--- src/rtl/obstacle_spawn_scheduler_pkg.sv ---
// obstacle_pkg: shared state encoding, LFSR taps and slot count for the obstacle spawn scheduler.
package obstacle_pkg;

    typedef enum logic [1:0] {
        IDLE = 2'd0,
        RUN  = 2'd1,
        OVER = 2'd2
    } state_t;

    // Right-shift Galois toggle mask for x^16 + x^14 + x^13 + x^11.
    localparam logic [15:0] LFSR_TAPS = 16'hB400;

    localparam int N_SLOTS_DEF = 3;

    function automatic logic [15:0] lfsr_step(input logic [15:0] q);
        return {1'b0, q[15:1]} ^ (q[0] ? LFSR_TAPS : 16'h0000);
    endfunction

endpackage

--- src/rtl/obstacle_spawn_scheduler_lfsr.sv ---
// spawn_lfsr16: free-running 16-bit Galois LFSR that supplies the random spawn-gap extension.
module spawn_lfsr16
    import obstacle_pkg::*;
#(
    parameter logic [15:0] SEED = 16'hACE1
)(
    input  logic        clk,
    input  logic        rst,
    output logic [15:0] q
);

    always_ff @(posedge clk or negedge rst) begin
        if (!rst)
            q <= SEED;
        else
            q <= lfsr_step(q);
    end

endmodule

--- src/rtl/obstacle_spawn_scheduler.sv ---
// obstacle_spawn_scheduler: times random spawn gaps, grants spawns to the lowest free slot,
// tracks slot occupancy, latches game-over on collision and ramps the speed level.
module obstacle_spawn_scheduler
    import obstacle_pkg::*;
#(
    parameter int          N_SLOTS    = N_SLOTS_DEF,
    parameter logic [7:0]  GAP_MIN    = 8'd40,
    parameter logic [7:0]  GAP_MASK   = 8'd63,
    parameter logic [15:0] LFSR_SEED  = 16'hACE1,
    parameter logic [7:0]  LEVEL_STEP = 8'd8,
    parameter logic [2:0]  MAX_LEVEL  = 3'd7
)(
    input  logic               clk,
    input  logic               rst,
    input  logic               game_en,
    input  logic               start,
    input  logic               collision,
    input  logic [N_SLOTS-1:0] slot_done,
    output logic [N_SLOTS-1:0] spawn_req,
    output logic [N_SLOTS-1:0] slot_busy,
    output logic [2:0]         speed_level,
    output logic               game_over,
    output logic [15:0]        spawn_count,
    output logic [1:0]         state
);

    state_t             cur, nxt;
    logic [15:0]        lfsr;
    logic [8:0]         gap_cnt, gap_n, gap_reload;
    logic [7:0]         level_cnt, level_n, level_inc;
    logic [N_SLOTS-1:0] busy_n, req_n, grant, busy_kept;
    logic [15:0]        count_n;
    logic [2:0]         speed_n;
    logic               any_free, restart;

    spawn_lfsr16 #(.SEED(LFSR_SEED)) u_lfsr (
        .clk (clk),
        .rst (rst),
        .q   (lfsr)
    );

    assign state      = cur;
    assign gap_reload = {1'b0, GAP_MIN} + {1'b0, lfsr[7:0] & GAP_MASK};
    assign level_inc  = level_cnt + 8'd1;
    assign busy_kept  = slot_busy & ~slot_done;

    // Grant is judged on the registered busy vector, so a slot freed this cycle waits one clk.
    always_comb begin
        grant    = '0;
        any_free = 1'b0;
        for (int i = 0; i < N_SLOTS; i++) begin
            if (!slot_busy[i] && !any_free) begin
                grant[i] = 1'b1;
                any_free = 1'b1;
            end
        end
    end

    always_comb begin
        nxt     = cur;
        busy_n  = slot_busy;
        req_n   = '0;
        gap_n   = gap_cnt;
        count_n = spawn_count;
        speed_n = speed_level;
        level_n = level_cnt;
        restart = 1'b0;
        case (cur)
            IDLE: begin
                busy_n  = busy_kept;
                restart = start;
            end
            RUN: begin
                if (collision) begin
                    nxt = OVER;
                end else begin
                    busy_n = busy_kept;
                    if (game_en && gap_cnt != 9'd0) begin
                        gap_n = gap_cnt - 9'd1;
                    end else if (game_en && any_free) begin
                        req_n   = grant;
                        busy_n  = busy_kept | grant;
                        gap_n   = gap_reload;
                        count_n = (spawn_count == 16'hFFFF) ? spawn_count : spawn_count + 16'd1;
                        level_n = (level_inc == LEVEL_STEP) ? 8'd0 : level_inc;
                        speed_n = (level_inc == LEVEL_STEP && speed_level < MAX_LEVEL) ?
                                  speed_level + 3'd1 : speed_level;
                    end
                end
            end
            OVER:    restart = start;
            default: nxt = IDLE;
        endcase
        if (restart) begin
            nxt     = RUN;
            busy_n  = '0;
            gap_n   = {1'b0, GAP_MIN};
            count_n = 16'd0;
            speed_n = 3'd0;
            level_n = 8'd0;
        end
    end

    always_ff @(posedge clk or negedge rst) begin
        if (!rst) begin
            cur         <= IDLE;
            slot_busy   <= '0;
            spawn_req   <= '0;
            gap_cnt     <= {1'b0, GAP_MIN};
            spawn_count <= 16'd0;
            speed_level <= 3'd0;
            level_cnt   <= 8'd0;
            game_over   <= 1'b0;
        end else begin
            cur         <= nxt;
            slot_busy   <= busy_n;
            spawn_req   <= req_n;
            gap_cnt     <= gap_n;
            spawn_count <= count_n;
            speed_level <= speed_n;
            level_cnt   <= level_n;
            game_over   <= (nxt == OVER);
        end
    end

endmodule

--- config.mk ---
export PLATFORM = sky130hd
export DESIGN_NAME = obstacle_spawn_scheduler
export DESIGN_NICKNAME = d
export VERILOG_FILES = /design/src/rtl/obstacle_spawn_scheduler_pkg.sv /design/src/rtl/obstacle_spawn_scheduler_lfsr.sv /design/src/rtl/obstacle_spawn_scheduler.sv
export SDC_FILE = /design/constraint.sdc
export NUM_CORES = 1
export LEC_CHECK = 0
export CELL_PAD_IN_SITES_DETAIL_PLACEMENT = 1
export CELL_PAD_IN_SITES_GLOBAL_PLACEMENT = 2
export CORE_MARGIN = 1.5
export CORE_UTILIZATION = 35
export CTS_CLUSTER_SIZE = 20
export DETAILED_ROUTE_END_ITERATION = 6
export GPL_ROUTABILITY_DRIVEN = 0
export PLACE_DENSITY_LB_ADDON = 0.1
export SETUP_SLACK_MARGIN = 0.4
export SYNTH_ARGS = -nofsm -noshare
export SYNTH_HDL_FRONTEND = slang
export SYNTH_SLANG_ARGS = --single-unit
--- constraint.sdc ---
create_clock -name clk -period 2.76 [get_ports clk]
set_clock_uncertainty 0.1 [all_clocks]
set_input_delay 0.414 -clock clk [delete_from_list [all_inputs] [get_ports clk]]
set_output_delay 0.414 -clock clk [all_outputs]
set_load 0.02 [all_outputs]
==> metrics.txt <==
Combinational Power Share=approximately 16%; # setup viols final=0; Syn-to-layout area delta=33.1%; register area share after synthesis=between 50% and 60%; worst-path cell chain=inv_2 > ha_4 > or4b_4 > nor4b_4 > o211ai_4 > buf_6 > or3_4 > a21oi_2; P_sw=just under 0.6 mW; largest family of logic cells by synthesized area=simple AND/OR/NAND/NOR gates; worst path arrival time=around 2600 ps; adder-cell share of the synthesized area=under 10%; mapped cell area=3010 µm²; crit path launch type=register; largest stage delay on the critical path=480 ps; Synth Area in Compound Gates=15.5%; Clk pwr share=a little under two fifths; Pre-antenna DRT Iters=6; wire per inst=about 18 µm; synth unique cells=53; GRT met2 Usage=about a third; io pins=36; unrepaired setup endpoints after global routing=true; Flop pwr share=46.3%; clock-pin transition on the worst setup and hold timing paths=80 ps; Skew-Pair Late Insertion Delay=~340 ps; cts-stage hold buffer count=0; Worst Hold Class=in -> async; Std-Cell Rows=33; syn_nets=approximately 320; Hold WS=-3.54 ps; core area=8260 µm²; switching share of power=between 20% and 30%; # DRC=0; failing checks=hold timing; crit path buf inv count=2; required time of the worst setup path=about 3000 ps; Longest Clk Path Bufs=2; H-tree levels=3; final core utilization=between 40% and 50%; Routed WL=about 8400 µm; busiest grt layer=met2; Initial Util=a little over a third; layout cell share with drive strength beyond 1=a little under a quarter; largest fanout on the critical path=8; Final nets=381; Final Max Tran Viols=0; Post-synth EDFFs=0; Max Cap Viol=0; Worst-Margin Slew=~710 ps; Gate Count Post-Synth=slightly above 300; most common cell after layout, fill and taps aside=dfrtp_1; Pint=1.50 mW; DIE HEIGHT=around 96 µm; final hold violation count=1; Post-Synth Simple-Gate Area=about 23%; dpl hpwl=~5500 µm; Die Area=a little over 9000 µm²; grt total ovfl=0; total global-route track usage=around a fifth; predominant post-synthesis flop cell=dfrtp_1; synth warn=0; vias in the first global route=around 2,700; I/O Buffers=35; pwr/cell area=approximately 520 nW/µm²; Tmin final=between 2000 and 2500 ps; first-iteration detailed-routing DRC count=a little under 90; n_diodes=0; Num CTS Buffers=9; mux share of post-synthesis cell area=roughly 1.4%; CTS tree=yes; delay-heaviest family, CP=simple AND/OR/NAND/NOR gates; Leak=approximately 1.6 nW; Setup TNS Final=0 ps; met1 usage in global routing=25.0%; Worst path slowest cell=or4b_4; largest net degree at the start of global routing=37; Rel. slew slack=52.5%; Synth Area in XOR/XNOR=4.08%; Seq cells post-synth=61; Tcrit/Tclk final=87.0%; VDD IR-drop max=roughly 0.0003 V; commonest cells after routing, fill and taps aside=50 x dfrtp_1, 34 x clkdlybuf4s50_1, 27 x nand2_1; status=finished with violations; global-route wire length before repair=between 10,000 and 15,000 µm; critical path class=reg -> reg; Worst setup EP type=register; syn_area_per_cell=9.95 µm²; initial antenna violation count=0; Clock Tree Root=clkbuf_8; vias=2,630; DRT antenna net count=0; CTS Sinks=between 60 and 70; maximum clock frequency=between 400 and 500 MHz; die width=95.7 µm; FF-to-FF setup slack=about 360 ps; via-per-instance ratio=between 5 and 6; Async SR Flop Fraction=100%; met3 track demand over resource=around 4.2%
-- worst paths after layout --
check,startpoint,endpoint,cells after the start
min in group clk,u_lfsr.q[9]$_DFF_PN0_,u_lfsr.q[8]$_DFF_PN0_,0
hold / removal,rst,level_cnt[4]$_DFFE_PN0P_,1
hold reg to reg,u_lfsr.q[9]$_DFF_PN0_,u_lfsr.q[8]$_DFF_PN0_,0
setup / recovery,gap_cnt[1]$_DFFE_PN0P_,spawn_count[7]$_DFFE_PN0P_,8
max in group asynchronous,rst,gap_cnt[3]$_DFFE_PN1P_,2
setup reg to reg,gap_cnt[1]$_DFFE_PN0P_,spawn_count[7]$_DFFE_PN0P_,8
-- cells in the mapped netlist, types with 2 or more instances --
master	instances	area share (%)
dfrtp_1	51	42
nand2_1	28	3.5
a21oi_1	27	4.5
o21ai_0	19	3.2
nand3_1	17	2.8
nor2_1	15	1.9
dfstp_2	10	8.7
nand4_1	10	2.1
or3_1	10	2.1
clkbuf_1	9	1.1
inv_1	9	1.1
xor2_1	9	2.6
and3_1	6	1.2
ha_1	6	2.5
nor3_1	6	1.0
o31ai_1	6	1.5
xnor2_1	5	1.5
nor4_1	4	0.83
or4_1	4	1.0
a211oi_1	3	0.75
mux2i_1	3	1.0
nand2b_1	3	0.62
nor2b_1	3	0.62
o22ai_1	3	0.62
a31oi_1	2	0.42
and2_1	2	0.42
and4_1	2	0.58
nand4bb_1	2	0.75
o2111ai_1	2	0.58
o311ai_0	2	0.58
or2_2	2	0.42
-- state kept, by name, indices dropped and copies added, names as in the netlist --
register / count
spawn_req: 3
gap_cnt: 9
level_cnt: 8
spawn_count: 16
u_lfsr.q: 16
slot_busy: 3
speed_level: 3
game_over: 1
state: 2
-- area by class of cell --
type / count / area, µm²
clock buffer: 12 / 145
clock inverter: 4 / 47.5
fill: 935 / 4260
inverter: 9 / 33.8
multi-input combinational: 222 / 1510
sequential: 61 / 1540
tap: 105 / 131
timing repair buffer: 64 / 587
-- power groups by stage --
| stage | sequential, mW | combinational (mW) | clock (mW) |
|---|---|---|---|
| 2_1_floorplan | 0.984 | 0.143 | 0 |
| 3_3_place_gp | 0.976 | 0.274 | 0 |
| 3_5_place_dp | 0.977 | 0.276 | 0 |
| 4_1_cts | 0.959 | 0.298 | 0.820 |
| 5_1_grt | 0.969 | 0.360 | 0.863 |
| 6_report | 0.964 | 0.326 | 0.793 |
-- worst reg2reg max path, stage by stage (launching register included) --
cell and delay, ps:
dfrtp_1 400, inv_2 80, ha_4 130, or4b_4 480
nor4b_4 350, o211ai_4 180, buf_6 180, or3_4 320
a21oi_2 130
-- routing by layer --
metal	vias to the layer above	wire, µm	part of all wire (%)
li1	1246	-	-
met4	0	148	1.8
met3	12	241	2.9
met2	44	4120	49
met5	-	0	0
met1	1328	3900	46
-- repair_timing --
action                     in CTS  in global routing
pin swaps                       4                  9
buffers inserted                9                  6
resized for setup               8                 25
cloned                          0                  1
setup endpoints to repair      15                 28
-- kinds of logic after synthesis --
logic type / after synthesis
AO/OA/AOI/OAI: 76
XOR/XNOR: 14
adder cells (fa/ha/maj): 6
buffers and inverters: 19
flip-flops: 61
multiplexers: 4
AND/OR/NAND/NOR: 122
-- per-stage QoR --
stage / cell area, µm² / setup slack, ps / power (mW) / cells / hold slack, ps
CTS: 3850 / 302 / 2.08 / 470 / 9.01
detailed placement: 3560 / 185 / 1.25 / 445 / 239
global route: 4000 / 273 / 2.19 / 477 / 32.4
global placement: 3560 / 288 / 1.25 / 445 / 236
floorplan: 3010 / 410 / 1.13 / 302 / 18.4
finish: 4000 / 360 / 2.08 / 477 / -3.54
Power figures use the tool's default switching activity.
